## src/rtl/vend_pkg.sv

```systemverilog
// Shared types and constants for the vending credit sequencer.
package vend_pkg;

    typedef enum logic [1:0] {
        COLLECT,
        VEND,
        DISP,
        CHANGE
    } state_t;

    localparam logic COIN_NICKEL = 1'b0;
    localparam logic COIN_DIME   = 1'b1;

    localparam int NICKEL_UNITS = 1;
    localparam int DIME_UNITS   = 2;

endpackage

```

## src/rtl/credit_counter.sv

```systemverilog
// Up/down credit counter stepping by 1 or 2 units; wraps modulo 2^W and
// relies on its controller to keep it inside range.
module credit_counter #(
    parameter int W = 4
) (
    input  logic         clk,
    input  logic         rst,
    input  logic         en,
    input  logic         up_down,
    input  logic         inc2,
    output logic [W-1:0] credit
);

    logic [W-1:0] step;

    assign step = inc2 ? W'(2) : W'(1);

    always_ff @(posedge clk or posedge rst) begin
        if (rst) begin
            credit <= '0;
        end else if (en) begin
            credit <= up_down ? (credit - step) : (credit + step);
        end
    end

endmodule

```

## src/rtl/vend_credit_ctrl.sv

```systemverilog
// Credit sequencer: collects coins, debits the price, pulses dispense and
// pays change. Define VEND_AUTO_CHANGE_EN to pay residual credit after a vend.
module vend_credit_ctrl
    import vend_pkg::*;
#(
    parameter int W     = 4,
    parameter int PRICE = 3
) (
    input  logic         clk,
    input  logic         rst,
    input  logic         coin_valid,
    input  logic         coin_type,
    output logic         coin_ready,
    input  logic         cancel,
    output logic         dispense,
    output logic         change_valid,
    output logic         change_type,
    input  logic         change_ack,
    output logic [W-1:0] credit,
    output logic         busy,
    output state_t       state
);

    localparam logic [W-1:0] PRICE_U    = W'(PRICE);
    localparam logic [W-1:0] ONE_U      = W'(NICKEL_UNITS);
    localparam logic [W-1:0] TWO_U      = W'(DIME_UNITS);
    localparam logic [W-1:0] COIN_LIMIT = W'((1 << W) - 3);

    state_t       state_next;
    logic [W-1:0] remaining;
    logic [W-1:0] remaining_next;
    logic [W-1:0] vend_step;
    logic [W-1:0] change_step;
    logic         cnt_en;
    logic         cnt_down;
    logic         cnt_inc2;

    credit_counter #(.W(W)) u_counter (
        .clk     (clk),
        .rst     (rst),
        .en      (cnt_en),
        .up_down (cnt_down),
        .inc2    (cnt_inc2),
        .credit  (credit)
    );

    always_ff @(posedge clk or posedge rst) begin
        if (rst) begin
            state     <= COLLECT;
            remaining <= '0;
        end else begin
            state     <= state_next;
            remaining <= remaining_next;
        end
    end

    assign vend_step   = (remaining >= TWO_U) ? TWO_U : ONE_U;
    assign change_step = (credit >= TWO_U) ? TWO_U : ONE_U;
    assign busy        = (state != COLLECT);

    always_comb begin
        state_next     = state;
        remaining_next = remaining;
        cnt_en         = 1'b0;
        cnt_down       = 1'b0;
        cnt_inc2       = 1'b0;
        coin_ready     = 1'b0;
        dispense       = 1'b0;
        change_valid   = 1'b0;
        change_type    = COIN_NICKEL;
        case (state)
            COLLECT: begin
                // Refusing coins above 2^W-3 keeps a dime from wrapping the counter.
                coin_ready = !cancel && (credit <= COIN_LIMIT);
                if (coin_valid && coin_ready) begin
                    cnt_en   = 1'b1;
                    cnt_inc2 = (coin_type == COIN_DIME);
                end
                if (credit >= PRICE_U) begin
                    state_next     = VEND;
                    remaining_next = PRICE_U;
                end else if (cancel && (credit != '0)) begin
                    state_next = CHANGE;
                end
            end
            VEND: begin
                cnt_en         = 1'b1;
                cnt_down       = 1'b1;
                cnt_inc2       = (vend_step == TWO_U);
                remaining_next = remaining - vend_step;
                if (remaining == vend_step) begin
                    state_next = DISP;
                end
            end
            DISP: begin
                dispense = 1'b1;
`ifdef VEND_AUTO_CHANGE_EN
                state_next = (credit != '0) ? CHANGE : COLLECT;
`else
                state_next = COLLECT;
`endif
            end
            CHANGE: begin
                if (credit != '0) begin
                    change_valid = 1'b1;
                    change_type  = (change_step == TWO_U) ? COIN_DIME : COIN_NICKEL;
                    if (change_ack) begin
                        cnt_en   = 1'b1;
                        cnt_down = 1'b1;
                        cnt_inc2 = (change_step == TWO_U);
                        if (credit == change_step) begin
                            state_next = COLLECT;
                        end
                    end
                end else begin
                    state_next = COLLECT;
                end
            end
            default: state_next = COLLECT;
        endcase
    end

endmodule

```

## config.mk

```make
export PLATFORM = sky130hd
export DESIGN_NAME = vend_credit_ctrl
export DESIGN_NICKNAME = d
export VERILOG_FILES = /design/src/rtl/vend_pkg.sv /design/src/rtl/credit_counter.sv /design/src/rtl/vend_credit_ctrl.sv
export SDC_FILE = /design/constraint.sdc
export NUM_CORES = 1
export LEC_CHECK = 0
export CAP_MARGIN = 15
export CORE_MARGIN = 1.5
export CORE_UTILIZATION = 40
export DETAILED_ROUTE_END_ITERATION = 8
export PLACE_DENSITY = 0.66
export SYNTH_ARGS = -nofsm -noshare
export SYNTH_HDL_FRONTEND = slang
export SYNTH_SLANG_ARGS = --single-unit
```

## constraint.sdc

```tcl
create_clock -name clk -period 6.6 [get_ports clk]
set_input_delay 1.32 -clock clk [delete_from_list [all_inputs] [get_ports clk]]
set_output_delay 1.32 -clock clk [all_outputs]
set_load 0.02 [all_outputs]
```

[After elaboration in Yosys (flattened, before gate mapping)]
Index checks and enable logic that the tools add are counted.
Operators by class
  reductions and logical operators: 10
  div/mod/pow operators: 0
  eq/ne operators: 12
  add/sub/neg operators: 3
  $lt $le $gt $ge: 4
  muxes and demuxes: 29
  multipliers: 0
  shift-type cells: 0
  bitwise gates (word level): 0
Operator list (number)
  2-to-1 mux 2 bit: 9
  2-to-1 mux 1 bit: 13
  >= comparator 4 x 2 -> 1 bit, second input constant: 3
  != test 3 bit, second input constant: 3
  == test 2 bit, second input constant: 4
  == test 4 x 2 -> 1 bit: 2
  2-to-1 mux 4 bit: 2
  one-hot mux 2 bit (4 select lines): 1
  one-hot mux 4 bit (2 select lines): 1
  one-hot mux 1 bit (3 select lines): 2
  adder 4 bit: 1
  less-or-equal comparator 4 bit, second input constant: 1
  != test 2 bit, second input constant: 2
  AND reduction 4 bit: 1
  nonzero test 2 bit: 2
  nonzero test 4 bit: 1
  subtractor 4 x 2 -> 4 bit: 1
  subtractor 4 bit: 1
  logical AND 1 bit: 3
  == test 2 x 1 -> 1 bit, second input constant: 1
  logical NOT 2 bit: 1
  one-hot mux 1 bit (2 select lines): 1
  AND reduction 2 bit: 1
  logical NOT 1 bit: 1
Storage, ports and cells
  register bits after elaboration: 10
  memories kept: 0
  bits in latches: 0
  memory bits (read-only): 0
  RAM bits: 0

[Logic depth before layout (Yosys ltp)]
Gate-level depths: netlist of the first run.
  depth after elaboration: 9
  depth in mapped cells: 10
  mapped depth without buffers: 9

[Modules after synthesis]
From an unflattened synthesis of the first run, not the netlist that was laid out.
Unflattened totals
  cell total of the unflattened synthesis: 83
  area total of the unflattened synthesis: 764.5 µm²
By module, submodules not included
  vend_credit_ctrl: area an instance 503.0 µm², times used 1, cells each 57
  credit_counter: area an instance 261.5 µm², times used 1, cells each 26

[Least setup slack after synthesis of the first run]
No wires, ideal clock.
  path kind: input to output
  start: input port cancel
  end: output port coin_ready
  arrival time: 1.817 ns
  setup slack: 3.463 ns
  cell stages on the path: 1
  cells stage by stage: nor3_1
On the way
  word-level cells in the longest chain between the ends: 3
Ends and longest elaborated chain
  from (decl): RTL line vend_credit_ctrl.sv:14  | input logic cancel,
  logical NOT 1 bit: RTL line vend_credit_ctrl.sv:74  | coin_ready = !cancel && (credit <= COIN_LIMIT);
  logical AND 1 bit: RTL line vend_credit_ctrl.sv:74
  2-to-1 mux 1 bit: RTL line vend_credit_ctrl.sv:71  | case (state)
  to (decl): RTL line vend_credit_ctrl.sv:13  | output logic coin_ready,
No other way between the ends.

[Worst setup path in the final report of the first run]
Ends and elaborated chain as after synthesis.

==> results of run 1 <==
[synth_stat cells, drive strengths merged, types with 2 or more instances]
cell     n  area (sq um)
inv      8          30.0
nand2    5          18.8
o21ai    4          23.8
nand2b   2          12.5
fa       2          40.0
ha       5          62.6
a211oi   2          15.0
a21oi    6          30.0
or2      2          12.5
mux2     3          33.8
dfrtp   10           250
nor2     7          28.8
nor3     4          20.0
a22o     2          17.5
mux2i    2          20.0
[through the flow]
step / instance area (sq um) / utilization [%] / cells / total power [uW]
after floorplan: 751 / - / 79 / 417
after global placement: 933 / 53.5 / 118 / 529
after detailed placement: 933 / 53.5 / 118 / 534
after CTS: 970 / 55.6 / 122 / 591
after global routing: 970 / 55.6 / 122 / 639
final: 970 / 55.6 / 122 / 583
[routing by layer]
metal / global-route usage (%) / routed length, microns
met1: 21.4 / 738
met2: 23.6 / 646
met3: 1.18 / 36
met4: 6.86 / 0
met5: 0 / 0
[sequential cells by signal, summed over array words and instances (netlist names)]
register          flops
state                 2
remaining             4
u_counter.credit      4
[layout make-up]
type                    count  share of cell area, %
multi-input cells          59                   47.6
well taps                  25                   3.23
inverters                   8                   3.10
clock buffers               4                   3.74
repair buffers             16                   16.5
flip-flops and latches     10                   25.8
[cell families (layout without fill, tap and decap cells)]
kind of cell	after synthesis	count (layout)
DFF	10	10
xor gates and xnor gates	2	2
buffers and inverters	10	28
and+or+nand+nor	26	26
muxes	5	5
adders and majority gates	7	7
AOI/OAI and AO/OA	19	19
[worst paths after layout]
check                                         startpoint                         endpoint
worst max-delay path                              cancel                       coin_ready
worst min-delay path            remaining[0]$_DFFE_PP0P_         remaining[0]$_DFFE_PP0P_
worst max register to register      state[0]$_DFFE_PP0P_  u_counter.credit[3]$_DFFE_PP0P_
worst min register to register  remaining[0]$_DFFE_PP0P_         remaining[0]$_DFFE_PP0P_
max in group asynchronous                            rst         remaining[3]$_DFFE_PP0P_
min in group asynchronous                            rst  u_counter.credit[1]$_DFFE_PP0P_
[cell usage in the layout, fill, tap and decap left out, types with 2 or more instances in the layout]
| master | instances |
|---|---|
| a211oi_1 | 2 |
| a21oi_1 | 6 |
| a22o_1 | 2 |
| clkbuf_4 | 3 |
| clkdlybuf4s50_1 | 16 |
| dfrtp_1 | 10 |
| fa_1 | 2 |
| ha_1 | 5 |
| inv_1 | 8 |
| mux2_1 | 2 |
| mux2i_1 | 2 |
| nand2_1 | 5 |
| nand2b_1 | 2 |
| nor2_1 | 6 |
| nor3_1 | 4 |
| o21ai_0 | 3 |
[power by group through the flow]
stage | sequential (uW) | combinational, uW | clock (uW)
floorplan | 157 | 259 | 0
global placement | 157 | 372 | 0
detailed placement | 157 | 376 | 0
CTS | 157 | 379 | 55.9
global route | 164 | 418 | 56.9
finish | 157 | 373 | 53.1
[critical path, cell delays in order]
cell and delay, ps:
clkdlybuf4s50_1 480, nor3_1 210, clkdlybuf4s50_1 620
==> summary.md, run 1 <==
| Metric | Value |
|---|---|
| Status | complete, no violations |
| Grt ovf | 0 |
| Synth Area in Compound Gates | 17.8% |
| TritonCTS clock tree | done |
| Multi-input gate area | 462 sq um |
| Placement row count | 15 |
| Final wirelength | 1.42 mm |
| GP Congestion | 0.762 |
| Comb power frac | 64.0% |
| Post-Synth XOR/XNOR Area | 2.33% |
| Arrival @ worst endpoint | 2630 ps |
| Hold Buf Count CTS | 0 |
| Hold Path Stages | 2 |
| Reg power frac | 26.9% |
| Slew Limit Headroom | 63.7% |
| Fin crit share | 59.8% |
| Floorplan Core Area | 0.00175 sq mm |
| Clock Skews | 4.59 ps |
| # port buffers | 16 |
| Net Sw Frac | 45.3% |
| Avg WL per Cell | 11.7 microns |
| Syn_nets | 92 |
| CTS Sinks | 10 |
| Vias | 615 |
| Hold Violations, Final | 0 |
| RSZ-0062 raised after global routing | false |
| Switch Pwr | 264 uW |
| Bufs on Longest Clock Path | 2 |
| Starting density of the core | 43.0% |
| Synth Register Bits | 10 |
| Area Growth Syn to Fin | 29.2% |
| Clock Power Share | 9.1% |
| Post-Synth Adder-Cell Area | 13.7% |
| Largest family of logic cells by synthesized area | simple AND/OR/NAND/NOR gates |
| Worst setup margin | 2650 ps |
| Setup slack at placement | 2660 ps |
| ANT cells | 0 |
| EDFF count, synth | 0 |
| First-pass GRT wire length | 2.34 mm |
| Peak VDD IR | 0.000347 V |
| Sequential share of the synthesized area | 33.3% |
| 1st-pass router iterations | 3 |
| Vias per inst | 5.04 |
| Number of H-tree levels | 1 |
| Pin count of the biggest net entering global routing | 13 |
| DP HPWL | 1.13 mm |
| Filler cells | 165 |
| CTS clk-pin slew, worst paths | 60 ps |
| Vias in the first global route | 562 |
| Ys async rst share | 100% |
| Crit Path Class | primary input to output pin |
| Die width | 46.3 microns |
| Clk root buf | clkbuf_4 |
| Static Leak | 0.000421 uW |
| Simple-gate share of the synthesized area | 20.5% |
| Initial antenna violation count | 0 |
| Total Die Area | 0.00215 sq mm |
| Clk_lat worst skew | 260 ps |
| Tmin final | 3950 ps |
| Layout cells sized above 1 | 11.3% |
| CP Max Fanout | 3 |
| Syn avg cell area | 9.50 sq um |
| Worst setup EP type | output pin |
| CTS Buf Count | 3 |
| # IOs | 17 |
| Maxcap violations | 0 |
| Netlist cell types | 34 |
| Worst R2R Setup Slack | 4100 ps |
| HP Class | register to register |
| CP Data Required Time | 5280 ps |
| Cells after Synth | 79 |
| DR DRC count | 0 |
| FMAX | 253 MHz |
| Slew @ Worst Pin | 540 ps |
| Post_cts resized | 0 |
| R2R depth | 9 |
| Register area | 250 sq um |
| Final setup fails | 0 |
| Cell Pwr Density | 601 mW/mm^2 |
| Mux contribution to synthesized area | 7.17% |
| Slew Viols, Final | 0 |
| Final-stage net count | 111 |
| Mapped Area | 751 sq um |
| Iter 0 DRT Violations | 5 |
| Setup bufs post-CTS | 0 |
| Yosys warns | 0 |
| Chip height | 46.3 microns |
| Hold Slack | 536 ps |
| Antenna-violating nets left | 0 |
| Setup_tns | 0 ps |
| Tot GR Track Use | 15.2% |
| Top_reg_cell synth | dfrtp_1 |
| Internal power | 319 uW |
| Worst setup SP type | primary input |
Note: power is estimated with default switching activity, not from simulation.
==> run 2: changes to the inputs <==
Settings changed: PLACE_DENSITY 0.66 to 0.68.
Clock period 6.6 ns to 3.55 ns, I/O delays scaled along.
==> run 2 against run 1 <==
  * Clock skew fell by 2.3 ps
  * Worst hold slack got worse by 5.5 ps
  * Critical path depth did not move
  * Setup slack got worse by 1800 ps
  * Non-clock buffer count did not move
  * Critical path type unchanged
==> summary.md, run 2 (synthesized netlist as in run 1, its figures left out) <==
| Metric | Value |
|---|---|
| Status | complete, no violations |
| Slew @ Worst Pin | 526 ps (-14.7 ps) |
| CP Max Fanout | 3 (unchanged) |
| Slew Viols, Final | 0 (unchanged) |
| Crit Path Class | primary input to output pin |
| CTS Sinks | 10 (unchanged) |
| TritonCTS clock tree | done |
| Clk_lat worst skew | 260 ps (about the same) |
| CTS Buf Count | 3 (unchanged) |
| Hold Slack | 531 ps (-5.55 ps) |
| HP Class | register to register |
| Fin crit share | 76.7% |
| Grt ovf | 0 (unchanged) |
| Antenna-violating nets left | 0 (unchanged) |
| Vias in the first global route | 570 (+1.4%) |
| First-pass GRT wire length | 2.48 mm (+6.2%) |
| Tot GR Track Use | 16.7% (+1.4 points) |
| Clock Skews | 2.27 ps (-2.32 ps) |
| Avg WL per Cell | 12.5 microns (+7.0%) |
| Bufs on Longest Clock Path | 2 (unchanged) |
| CP Data Required Time | 2840 ps (-2440 ps) |
| RSZ-0062 raised after global routing | false |
| DR DRC count | 0 (unchanged) |
| Placed Cells incl. Taps | 118 (unchanged) |
| Total Die Area | 0.00215 sq mm (unchanged) |
| Arrival @ worst endpoint | 2010 ps (-620 ps) |
| Floorplan Core Area | 0.00175 sq mm (unchanged) |
| Setup slack at placement | 636 ps (-2030 ps) |
| Placement row count | 15 (unchanged) |
| Overall Power | 1090 uW (+88%) |
| CTS clk-pin slew, worst paths | 70 ps (about the same) |
| Most frequent cells in the layout | clkdlybuf4s50_1, dfrtp_1, inv_1 |
| Switch Pwr | 499 uW (+89%) |
| # IOs | 17 (unchanged) |
| 1st-pass router iterations | 4 (+1) |
| Final setup fails | 0 (unchanged) |
| Worst setup margin | 828 ps (-1820 ps) |
| ANT cells | 0 (unchanged) |
| Cell Pwr Density | 1130 mW/mm^2 (+88%) |
| Internal power | 594 uW (+86%) |
| Iter 0 DRT Violations | 12 (+7) |
| Crit. Startpoint | cancel |
| FMAX | 367 MHz |
| Net Sw Frac | 45.7% (+0.37 points) |
| Commonest non-fill, non-tap cell in the layout | clkdlybuf4s50_1 |
| Static Leak | 0.000421 uW (unchanged) |
| Setup_tns | 0 ps (unchanged) |
| Post_cts resized | 0 (unchanged) |
| Pin count of the biggest net entering global routing | 13 (unchanged) |
| Filler cells | 164 (-0.61%) |
| Worst setup SP type | primary input |
| Slew Limit Headroom | 64.7% (+0.98 points) |
| Worst R2R Setup Slack | 1070 ps (-3030 ps) |
| Comb power frac | 63.9% (about the same) |
| Clock Power Share | 9.3% (+0.2 points) |
| Number of H-tree levels | 1 (unchanged) |
| Peak VDD IR | 0.000551 V (+59%) |
| Area Growth Syn to Fin | 29.2% (unchanged) |
| Vias per inst | 5.21 (+3.4%) |
| # port buffers | 16 (unchanged) |
| Hold Buf Count CTS | 0 (unchanged) |
| Initial antenna violation count | 0 (unchanged) |
| Setup bufs post-CTS | 0 (unchanged) |
| Reg power frac | 26.8% (about the same) |
| Clk root buf | clkbuf_4 |
| Hold Violations, Final | 0 (unchanged) |
| GP Congestion | 0.825 (+8.2%) |
| Vias | 636 (+3.4%) |
| DP HPWL | 1.15 mm (+2.0%) |
| Startpoint of the worst hold path | remaining[0]$_DFFE_PP0P_ |
| Tmin final | 2720 ps |
| Worst setup EP type | output pin |
| Fin cells | 122 (unchanged) |
| FF-to-FF Start | state[0]$_DFFE_PP0P_ |
| Maxcap violations | 0 (unchanged) |
| Starting density of the core | 43.0% (unchanged) |
| Chip height | 46.3 microns (unchanged) |
| Final wirelength | 1.52 mm (+7.0%) |
| Layout cells sized above 1 | 11.3% (unchanged) |
| Die width | 46.3 microns (unchanged) |
| Biggest regs | remaining: 4 flops, u_counter.credit: 4 flops, state: 2 flops |
| Final-stage net count | 111 (unchanged) |
==> run 2: cell counts in the layout (fill, tap and decap cells not counted) <==
Identical to the previous run, type by type.
==> run 2: worst max-delay path: stages <==
cell and delay (ps):
clkdlybuf4s50_1 470, nor3_1 200, clkdlybuf4s50_1 620
==> run 2: worst paths after layout <==
| path | to | cells past startpoint |
|---|---|---|
| worst max-delay path | coin_ready | 3 |
| worst min-delay path | remaining[0]$_DFFE_PP0P_ | 2 |
| worst max register to register | u_counter.credit[3]$_DFFE_PP0P_ | 9 |
| worst min register to register | remaining[0]$_DFFE_PP0P_ | 2 |
| max in group asynchronous | u_counter.credit[3]$_DFFE_PP0P_ | 2 |
| min in group asynchronous | remaining[0]$_DFFE_PP0P_ | 2 |
==> run 2: metrics by stage <==
step	utilization, %	cell area (sq um)
6_report	55.6	970
5_1_grt	55.6	970
4_1_cts	55.6	970
3_5_place_dp	53.5	933
3_3_place_gp	53.5	933
2_1_floorplan	-	751
==> run 2: final cells by class <==
cell class	instances	area (sq um)	area share [%]
Clock buffer	4	36.3	3.74
Inverter	8	30.0	3.10
Sequential cell	10	250	25.8
Timing Repair Buffer	16	160	16.5
Multi-Input combinational cell	59	462	47.6
Tap cell	25	31.3	3.23
==> run 2: power groups by stage <==
stage	Clock (uW)	Combinational (uW)	Sequential, uW
3_5_place_dp	0	696	296
6_report	102	698	293
4_1_cts	105	707	293
5_1_grt	112	776	309
3_3_place_gp	0	692	292
2_1_floorplan	0	482	292
==> run 2: layer usage <==
metal | part of all wire [%] | vias to the layer above | GRT usage (%) | wire length [microns]
met5 | 0 | - | 0 | 0
met4 | 0.92 | 0 | 1.71 | 14
met3 | 3.9 | 2 | 7.06 | 59
met2 | 47 | 15 | 25.0 | 720
met1 | 48 | 300 | 23.0 | 727
li1 | - | 319 | - | -
